## config.mk

```make
export PLATFORM = sky130hd
export DESIGN_NAME = seq_divider
export DESIGN_NICKNAME = d
export VERILOG_FILES = /design/src/rtl/seq_divider_pkg.sv /design/src/rtl/seq_divider_div_step.sv /design/src/rtl/seq_divider.sv
export SDC_FILE = /design/constraint.sdc
export NUM_CORES = 1
export LEC_CHECK = 0
export ABC_AREA = 1
export CAP_MARGIN = 20
export CORE_MARGIN = 4
export CORE_UTILIZATION = 55
export CTS_CLUSTER_SIZE = 14
export DETAILED_ROUTE_END_ITERATION = 8
export DONT_BUFFER_PORTS = 1
export PLACE_DENSITY = 0.82
export SLEW_MARGIN = 20
export SYNTH_ARGS = -nofsm -noshare
export SYNTH_HDL_FRONTEND = slang
export SYNTH_SLANG_ARGS = --single-unit
export TNS_END_PERCENT = 20
```

## constraint.sdc

```tcl
create_clock -name clk -period 3.3 [get_ports clk]
set_input_delay 0.66 -clock clk [delete_from_list [all_inputs] [get_ports clk]]
set_output_delay 0.66 -clock clk [all_outputs]
set_load 0.1 [all_outputs]
```

## src/rtl/seq_divider_pkg.sv

```systemverilog
// ============================================================================
// Module : seq_divider_pkg
// Brief  : Op codes and op-decode helpers shared by the sequential divider.
// Rev    : 1.0
// ============================================================================
`default_nettype none

package seq_divider_pkg;

    localparam logic [1:0] DIV_OP_DIV  = 2'b00;
    localparam logic [1:0] DIV_OP_DIVU = 2'b01;
    localparam logic [1:0] DIV_OP_REM  = 2'b10;
    localparam logic [1:0] DIV_OP_REMU = 2'b11;

    function automatic logic op_is_signed(input logic [1:0] i_op);
        return ~i_op[0];
    endfunction

    function automatic logic op_is_rem(input logic [1:0] i_op);
        return i_op[1];
    endfunction

endpackage

`default_nettype wire

```

## src/rtl/seq_divider_div_step.sv

```systemverilog
// ============================================================================
// Module : seq_divider_div_step
// Brief  : One combinational radix-2 restoring division iteration.
// Rev    : 1.0
// ============================================================================
`default_nettype none

module seq_divider_div_step #(
    parameter int XLEN = 32
) (
    input  logic [XLEN-1:0] i_rem,
    input  logic [XLEN-1:0] i_quo,
    input  logic [XLEN-1:0] i_div,
    output logic [XLEN-1:0] o_rem,
    output logic [XLEN-1:0] o_quo
);

    // The shifted remainder keeps its carry bit so divisors above 2^(XLEN-1) still work.
    logic [XLEN:0]   w_shift;
    logic            w_fits;
    logic [XLEN-1:0] w_diff;

    assign w_shift = {i_rem, i_quo[XLEN-1]};
    assign w_fits  = (w_shift >= {1'b0, i_div});
    assign w_diff  = w_shift[XLEN-1:0] - i_div;

    assign o_rem = w_fits ? w_diff : w_shift[XLEN-1:0];
    assign o_quo = {i_quo[XLEN-2:0], w_fits};

endmodule

`default_nettype wire

```

## src/rtl/seq_divider.sv

```systemverilog
// ============================================================================
// Module : seq_divider
// Brief  : 34-cycle restoring divider for RISC-V DIV/DIVU/REM/REMU.
// Rev    : 1.0
// ============================================================================
`default_nettype none

module seq_divider
    import seq_divider_pkg::*;
#(
    parameter int XLEN = 32
) (
    input  logic            clk,
    input  logic            rst,
    input  logic            start,
    input  logic [1:0]      op,
    input  logic [XLEN-1:0] a,
    input  logic [XLEN-1:0] b,
    output logic            busy,
    output logic            done,
    output logic [XLEN-1:0] r
);

    localparam int CW = $clog2(XLEN) + 1;

    localparam logic [1:0] S_IDLE = 2'd0;
    localparam logic [1:0] S_CALC = 2'd1;
    localparam logic [1:0] S_FIX  = 2'd2;
    localparam logic [1:0] S_DONE = 2'd3;

    localparam logic [XLEN-1:0] c_MIN_NEG = {1'b1, {(XLEN-1){1'b0}}};
    localparam logic [CW-1:0]   c_LAST    = CW'(XLEN - 1);

    logic [1:0]      r_state;
    logic [1:0]      w_next_state;
    logic            r_is_rem;
    logic            r_qneg;
    logic            r_rneg;
    logic [XLEN-1:0] r_rem;
    logic [XLEN-1:0] r_quo;
    logic [XLEN-1:0] r_div;
    logic [CW-1:0]   r_count;
    logic [XLEN-1:0] r_result;

    logic            w_accept;
    logic            w_signed;
    logic            w_b_zero;
    logic            w_ovf;
    logic            w_special;
    logic [XLEN-1:0] w_abs_a;
    logic [XLEN-1:0] w_abs_b;
    logic [XLEN-1:0] w_rem_nxt;
    logic [XLEN-1:0] w_quo_nxt;

    assign w_accept  = start && ((r_state == S_IDLE) || (r_state == S_DONE));
    assign w_signed  = op_is_signed(op);
    assign w_b_zero  = (b == '0);
    assign w_ovf     = w_signed && (a == c_MIN_NEG) && (b == '1);
    assign w_special = w_b_zero || w_ovf;
    assign w_abs_a   = (w_signed && a[XLEN-1]) ? -a : a;
    assign w_abs_b   = (w_signed && b[XLEN-1]) ? -b : b;

    seq_divider_div_step #(
        .XLEN (XLEN)
    ) u_step (
        .i_rem (r_rem),
        .i_quo (r_quo),
        .i_div (r_div),
        .o_rem (w_rem_nxt),
        .o_quo (w_quo_nxt)
    );

    always_ff @(posedge clk) begin
        if (rst) begin
            r_state <= S_IDLE;
        end else begin
            r_state <= w_next_state;
        end
    end

    always_comb begin
        w_next_state = r_state;
        case (r_state)
            S_IDLE: begin
                if (w_accept) w_next_state = w_special ? S_DONE : S_CALC;
            end
            S_CALC: begin
                if (r_count == c_LAST) w_next_state = S_FIX;
            end
            S_FIX: begin
                w_next_state = S_DONE;
            end
            default: begin
                if (w_accept) w_next_state = w_special ? S_DONE : S_CALC;
                else          w_next_state = S_IDLE;
            end
        endcase
    end

    always_comb begin
        busy = (r_state == S_CALC) || (r_state == S_FIX);
        done = (r_state == S_DONE);
        r    = r_result;
    end

    // Operand latching, iteration and sign fix-up; the result only moves on
    // a special-case accept or in FIX, so it holds through IDLE and DONE.
    always_ff @(posedge clk) begin
        if (rst) begin
            r_is_rem <= 1'b0;
            r_qneg   <= 1'b0;
            r_rneg   <= 1'b0;
            r_rem    <= '0;
            r_quo    <= '0;
            r_div    <= '0;
            r_count  <= '0;
            r_result <= '0;
        end else if (w_accept) begin
            r_is_rem <= op_is_rem(op);
            r_qneg   <= w_signed && (a[XLEN-1] ^ b[XLEN-1]);
            r_rneg   <= w_signed && a[XLEN-1];
            r_rem    <= '0;
            r_quo    <= w_abs_a;
            r_div    <= w_abs_b;
            r_count  <= '0;
            if (w_b_zero) begin
                r_result <= op_is_rem(op) ? a : '1;
            end else if (w_ovf) begin
                r_result <= op_is_rem(op) ? '0 : c_MIN_NEG;
            end
        end else if (r_state == S_CALC) begin
            r_rem   <= w_rem_nxt;
            r_quo   <= w_quo_nxt;
            r_count <= r_count + 1'b1;
        end else if (r_state == S_FIX) begin
            if (r_is_rem) r_result <= r_rneg ? -r_rem : r_rem;
            else          r_result <= r_qneg ? -r_quo : r_quo;
        end
    end

endmodule

`default_nettype wire

```

==> summary.txt, run 1 <==
Logic synthesis
  – Main flop type after synthesis: dfxtp_1
  – Mapped Avg Cell Area: roughly 5.7 um^2
  – Synth Register Bits: 139
  – Post-Syn Area: about 13000 um^2
  – Number of flops mapped to enable cells by yosys: 0
  – Yosys warns: 0
  – Netlist cell types: 48
  – Ys async rst share: 0%
  – Mapped Nets: between 2000 and 2500
  – Sequential share of the synthesized area: 21.9%
  – Synth Instances: 2234

Cells and area
  – Most frequent cells in the layout: 627 x nand2_1, 275 x inv_1, 265 x nand3_1
  – Final core occ: 59.4%
  – Share of cells above drive strength 1: 5.16%
  – Layout Nets: 2309
  – Most common cell after layout, fill and taps aside: nand2_1
  – P&R area growth vs syn: 5.90%
  – Final Non-Filler Cells: 2495
  – Ant. Diodes: 0

Drt
  – Vias: 15000
  – Antenna viol nets, final: 0
  – DRC errors left: 0
  – Average via count per standard cell: 6.02
  – Initial drt markers: 2021
  – Routed length per instance: ~19 um
  – Final wirelength: 47.5 mm
  – Pre-Repair DR Iteration Count: 6

Clock network
  – Setup bufs post-CTS: 0
  – Clk sinks: 139
  – H-tree Lvls: 4
  – Worst skew pair latency: ~0.43 ns
  – Hold buffer count at cts: 0
  – Clk buf depth: 2
  – Clock buffer count from CTS: 17
  – CTS tree: yes
  – Post_cts resized: 0
  – Reg clk slew, reported paths: 0.07 ns
  – CTS Root Cell: clkbuf_16

Timing
  – Worst slew margin: around 30%
  – Final setup fails: 0
  – Final Max Tran Viols: 0
  – Final Hold Fails: 0
  – Setup_tns: 0 ns
  – Worst Tran Pin Value: 1.04 ns
  – Unrepaired setup endpoints after global routing: false
  – Final Critical Period: 2.74 ns
  – Worst Skew: 0.0159 ns
  – Fmax: 365 MHz
  – Fin crit share: 83.1%

Placed design
  – Post-Place Cells: 2463
  – Routability cong.: 1.05
  – PortBufs: 0
  – Detailed placer's ending HPWL: approximately 37 mm

Worst hold path
  – Hold WC Path Type: in -> reg

Worst setup path
  – Worst path required time: 3.59 ns
  – Largest stage delay on the critical path: between 0.5 and 0.6 ns
  – Critical Path Start Type: register
  – Arr. time, crit path: 3.03 ns
  – Worst Path Max Fanout: 32
  – CP max-delay cell: dfxtp_1
  – Setup CP Type: reg -> reg
  – Crit path cell chain: ha_1 -> nand2_1 -> inv_1 -> a21oi_1 -> o21bai_1 -> inv_1 -> nand2_1 -> nand2_2 -> buf_4 -> nand3_1 -> nand2_1 -> inv_1 -> nand2_1 -> a21oi_1
  – Worst Setup End Kind: register
  – Top cell by count, worst path: nand2_1

Global routing
  – First-pass GRT wire length: 73.7 mm
  – Initial antenna violation count: 2
  – Pin count of the biggest net entering global routing: 74
  – Vias in the first global route: 13600
  – Total track usage: 35.8%
  – GRT overflow: 0

Die
  – Full die area: 25600 um^2
  – Core Region: roughly 23000 um^2
  – Die extent in y: 160 um
  – Chip width: 160 um
  – I/O pin count: 103
  – Rows: 55
  – Initial core utilization: 56.1%

Run
  – Max Cap Viol: 0

Status
  – Status: complete, no violations
## critical path: cells and delay by family, from the launching register on
family / cells / cell delay, ns
buffers and inverters: 4 / 0.54
AO/OA/AOI/OAI: 3 / 0.50
AND/OR/NAND/NOR: 6 / 0.62
adder cells (fa/ha/maj): 1 / 0.36
flip-flops: 1 / 0.58
## worst paths after layout
check | startpoint | end | slack [ns] | cells after the start
max | r_rem[11]$_SDFFE_PP0P_ | r_rem[26]$_SDFFE_PP0P_ | 0.56 | 14
min | rst | r[14]$_SDFFE_PP0P_ | 0.30 | 1
max reg2reg | r_rem[11]$_SDFFE_PP0P_ | r_rem[26]$_SDFFE_PP0P_ | 0.56 | 14
min reg2reg | r_quo[9]$_SDFFE_PP0P_ | r_quo[9]$_SDFFE_PP0P_ | 0.47 | 2
## final cells by class
type                    instances  area [um^2]
well taps                     285          357
multi-input cells            1727         8450
clock inverters                14          136
flip-flops and latches        139         2780
fillers                      2302         9200
clock buffers                  18          429
inverters                     289         1090
repair buffers                 23          198
## synth_stat cells (6+ instances only)
library cell	number	area share [%]
nor2_2	20	0.99
inv_1	276	8.2
o21ai_0	155	6.1
nor3_1	21	0.83
o21bai_1	8	0.47
buf_6	6	0.53
a21oi_1	160	6.3
nand3_1	265	10
nor2_1	231	6.8
nand3_2	11	0.87
or2_2	6	0.30
xor2_1	40	2.8
o21ai_1	11	0.43
ha_1	42	4.1
nand4_1	43	2.1
xnor2_1	16	1.1
o22ai_1	21	1.0
buf_1	8	0.24
clkinv_1	7	0.21
nand2_1	627	19
clkbuf_1	48	1.4
dfxtp_1	139	22
buf_2	13	0.51
## metal layers
metal / vias up / part of all wire, % / GRT usage, %
met2: 854 / 41 / 52.3
met5: - / 0.057 / 0
met4: 4 / 3.4 / 11.8
met1: 6843 / 41 / 48.6
met3: 117 / 14 / 13.9
li1: 7197 / - / -
## sequential cells by signal, summed over array words and instances, names as in the netlist
signal,count
r_is_rem,1
r_rem,32
r_rneg,1
r,32
r_count,6
r_qneg,1
r_state,2
r_div,32
r_quo,32
## cell families after synthesis
logic type	share of synthesized area [%]
fa+ha+maj	4.30
buf+inv	11.5
compound gates	15.7
xor+xnor	3.86
flops	21.9
simple gates	42.7
## through the flow
stage	hold slack [ns]	instance area, um^2	setup WS (ns)
after floorplan	0.432	12700	0.632
after global placement	0.448	12900	0.750
after detailed placement	0.453	12900	0.676
after CTS	0.287	13400	0.660
after global routing	0.280	13400	0.443
final	0.295	13400	0.558
Power of run 1 is not shown: default switching activity piles up to over one toggle a cycle in this logic, so the estimate is an artifact.
==> run 2: changes to the inputs <==
Settings changed: PLACE_DENSITY 0.82 to 0.85.
Clock period 3.3 ns to 2.3 ns, I/O delays scaled along.
==> run 2 against run 1 <==
- register-to-register slack lost 0.52 ns
- die area unchanged
- via count is 4.1% higher
- worst hold slack lost 0.21 ns
- setup slack worse by 0.52 ns
- critical path type unchanged
- highest routed layer is now met4
==> summary.txt, run 2 (synthesis gave the netlist of run 1 again) <==
Worst setup path
  – Arr. time, crit path: 2.62 ns
  – CP max-delay cell: ha_4
  – Crit Reg-Reg Endpoint: r_rem[19]$_SDFFE_PP0P_
  – Crit path cell chain: inv_1 -> ha_4 -> nand2_1 -> nor2_2 -> nand2_2 -> nor2_2 -> nand2_1 -> nor2_4 -> nor2_4 -> buf_4 -> clkbuf_16 -> nand3_1 -> nand3_1 -> a21oi_1
  – Critical Path Start Type: register
  – FF-to-FF Start: r_div[21]$_SDFFE_PP0P_
  – R2R cell count: 14
  – Largest stage delay on the critical path: 0.31 ns
  – Worst Setup End Kind: register
  – Worst Path Max Fanout: 10
  – Worst path required time: 2.66 ns
  – Setup CP Type: reg -> reg
  – R2R Setup Slk: around 0.040 ns

Drt
  – DRC errors left: 0
  – Initial drt markers: 2319
  – Average via count per standard cell: 5.94
  – Antenna viol nets, final: 0
  – Final wirelength: 51.0 mm
  – Pre-Repair DR Iteration Count: 7
  – Routed length per instance: 19.4 um
  – Vias: 15600

Clock network
  – Clk buf depth: 2
  – CTS tree: yes
  – H-tree Lvls: 4
  – Worst skew pair latency: 0.44 ns
  – Reg clk slew, reported paths: 0.06 ns
  – Hold buffer count at cts: 0
  – CTS Root Cell: clkbuf_16
  – Clk sinks: 139
  – Clock buffer count from CTS: 17

Timing
  – Final setup fails: 0
  – Worst Skew: 0.0152 ns
  – Final hold slack: 0.0883 ns
  – Worst Tran Pin Value: 0.636 ns
  – Unrepaired setup endpoints after global routing: true
  – Final Hold Fails: 0
  – Final Critical Period: 2.26 ns
  – Final Max Tran Viols: 0
  – Worst slew margin: 57.2%
  – Fin crit share: 98.3%
  – Fmax: 443 MHz

Placed design
  – Detailed placer's ending HPWL: around 40 mm
  – PortBufs: 0
  – Routability cong.: 1.08

Cells and area
  – Layout Nets: between 2000 and 2500
  – Most frequent cells in the layout: 612 x nand2_1, 265 x inv_1, 257 x nand3_1
  – Area of the multi-input gates: 8910 um^2
  – P&R area growth vs syn: 18.8%
  – Share of cells above drive strength 1: 13.9%
  – Most common cell after layout, fill and taps aside: nand2_1
  – Filler instances: between 2000 and 2500
  – Register area: 2790 um^2

Die
  – Core Region: 22600 um^2
  – Full die area: 25600 um^2
  – Die extent in y: 160 um
  – Initial core utilization: 56.1%
  – Chip width: 160 um
  – Rows: 55
  – I/O pin count: 103

Worst hold path
  – Hold WC Path Type: in -> reg
  – Hold_sp: rst
  – Hold path cells: 1
  – Worst Hold End: r[2]$_SDFFE_PP0P_

Global routing
  – Total track usage: 37.8%
  – First-pass GRT wire length: 76.6 mm
  – Met3 Use GR: 12.0%
  – Met2 Use GR: 55.0%
  – Busiest grt layer: met2
  – Vias in the first global route: 13900
  – Met1 usage: 53.5%
  – GRT overflow: 0
  – Initial antenna violation count: 0
  – Pin count of the biggest net entering global routing: 69

Status
  – Status: complete, no violations

Run
  – Max Cap Viol: 0
[run 2: routing by layer]
metal / wire, um / share of wire [%] / up-vias
li1: - / - / 7468
met1: 21700 / 42 / 7180
met3: 6760 / 13 / 94
met4: 1550 / 3.0 / 0
met2: 21000 / 41 / 884
met5: 0 / 0 / -
[run 2: layout make-up]
type                       instances  share of cell area, %
clock inverter                    11                  0.971
tap                              285                   2.36
antenna                            1                 0.0166
clock buffer                      18                   2.91
inverter                         289                   7.23
multi-input combinational       1727                   59.0
timing repair buffer             160                   8.99
sequential                       139                   18.5
[run 2: how the worst max path moves through the flow]
stage / start / to
detailed placement: r_state[0]$_SDFFE_PP0P_ / r_div[8]$_SDFFE_PP0P_
global placement: r_state[0]$_SDFFE_PP0P_ / r_div[8]$_SDFFE_PP0P_
finish: r_div[21]$_SDFFE_PP0P_ / r_rem[19]$_SDFFE_PP0P_
floorplan: r_state[0]$_SDFFE_PP0P_ / r[19]$_SDFFE_PP0P_
CTS: r_div[6]$_SDFFE_PP0P_ / r_rem[21]$_SDFFE_PP0P_
global route: r_div[11]$_SDFFE_PP0P_ / r_rem[19]$_SDFFE_PP0P_
[run 2: metrics by stage]
step | cell area [um^2] | utilization, % | TNS, ns | instances | worst slack [ns]
after global placement | 13900 | 61.6 | -0.427 | 2592 | -0.134
final | 15100 | 66.6 | 0 | 2630 | 0.0402
after global routing | 15100 | 66.6 | -0.800 | 2629 | -0.0867
after floorplan | 12700 | - | 0 | 2234 | 0.0843
after CTS | 14600 | 64.6 | -0.00785 | 2621 | -0.00785
after detailed placement | 13900 | 61.6 | -0.544 | 2592 | -0.252
[run 2: critical path: cells and delay by family, from the launching register on]
| kind | cells | cell delay [ns] |
|---|---|---|
| adder cells (fa/ha/maj) | 1 | 0.31 |
| buffers and inverters | 3 | 0.40 |
| AND/OR/NAND/NOR | 9 | 0.96 |
| flip-flops | 1 | 0.30 |
| AO/OA/AOI/OAI | 1 | 0.18 |
[run 2: what timing repair did]
item                       CTS  global route
pin swaps                    0            12
setup endpoints to repair   15            42
setup buffers                0             6
gates cloned                 0             2
resized for setup           17            71
Power of run 2 is left out for the same reason.
==> run 3: changes to the inputs <==
Settings changed: CTS_CLUSTER_DIAMETER set to 60.
==> results of run 3 <==
Final layout, timing and power as in run 2 (identical DEF).
Power of run 3 is left out for the same reason.
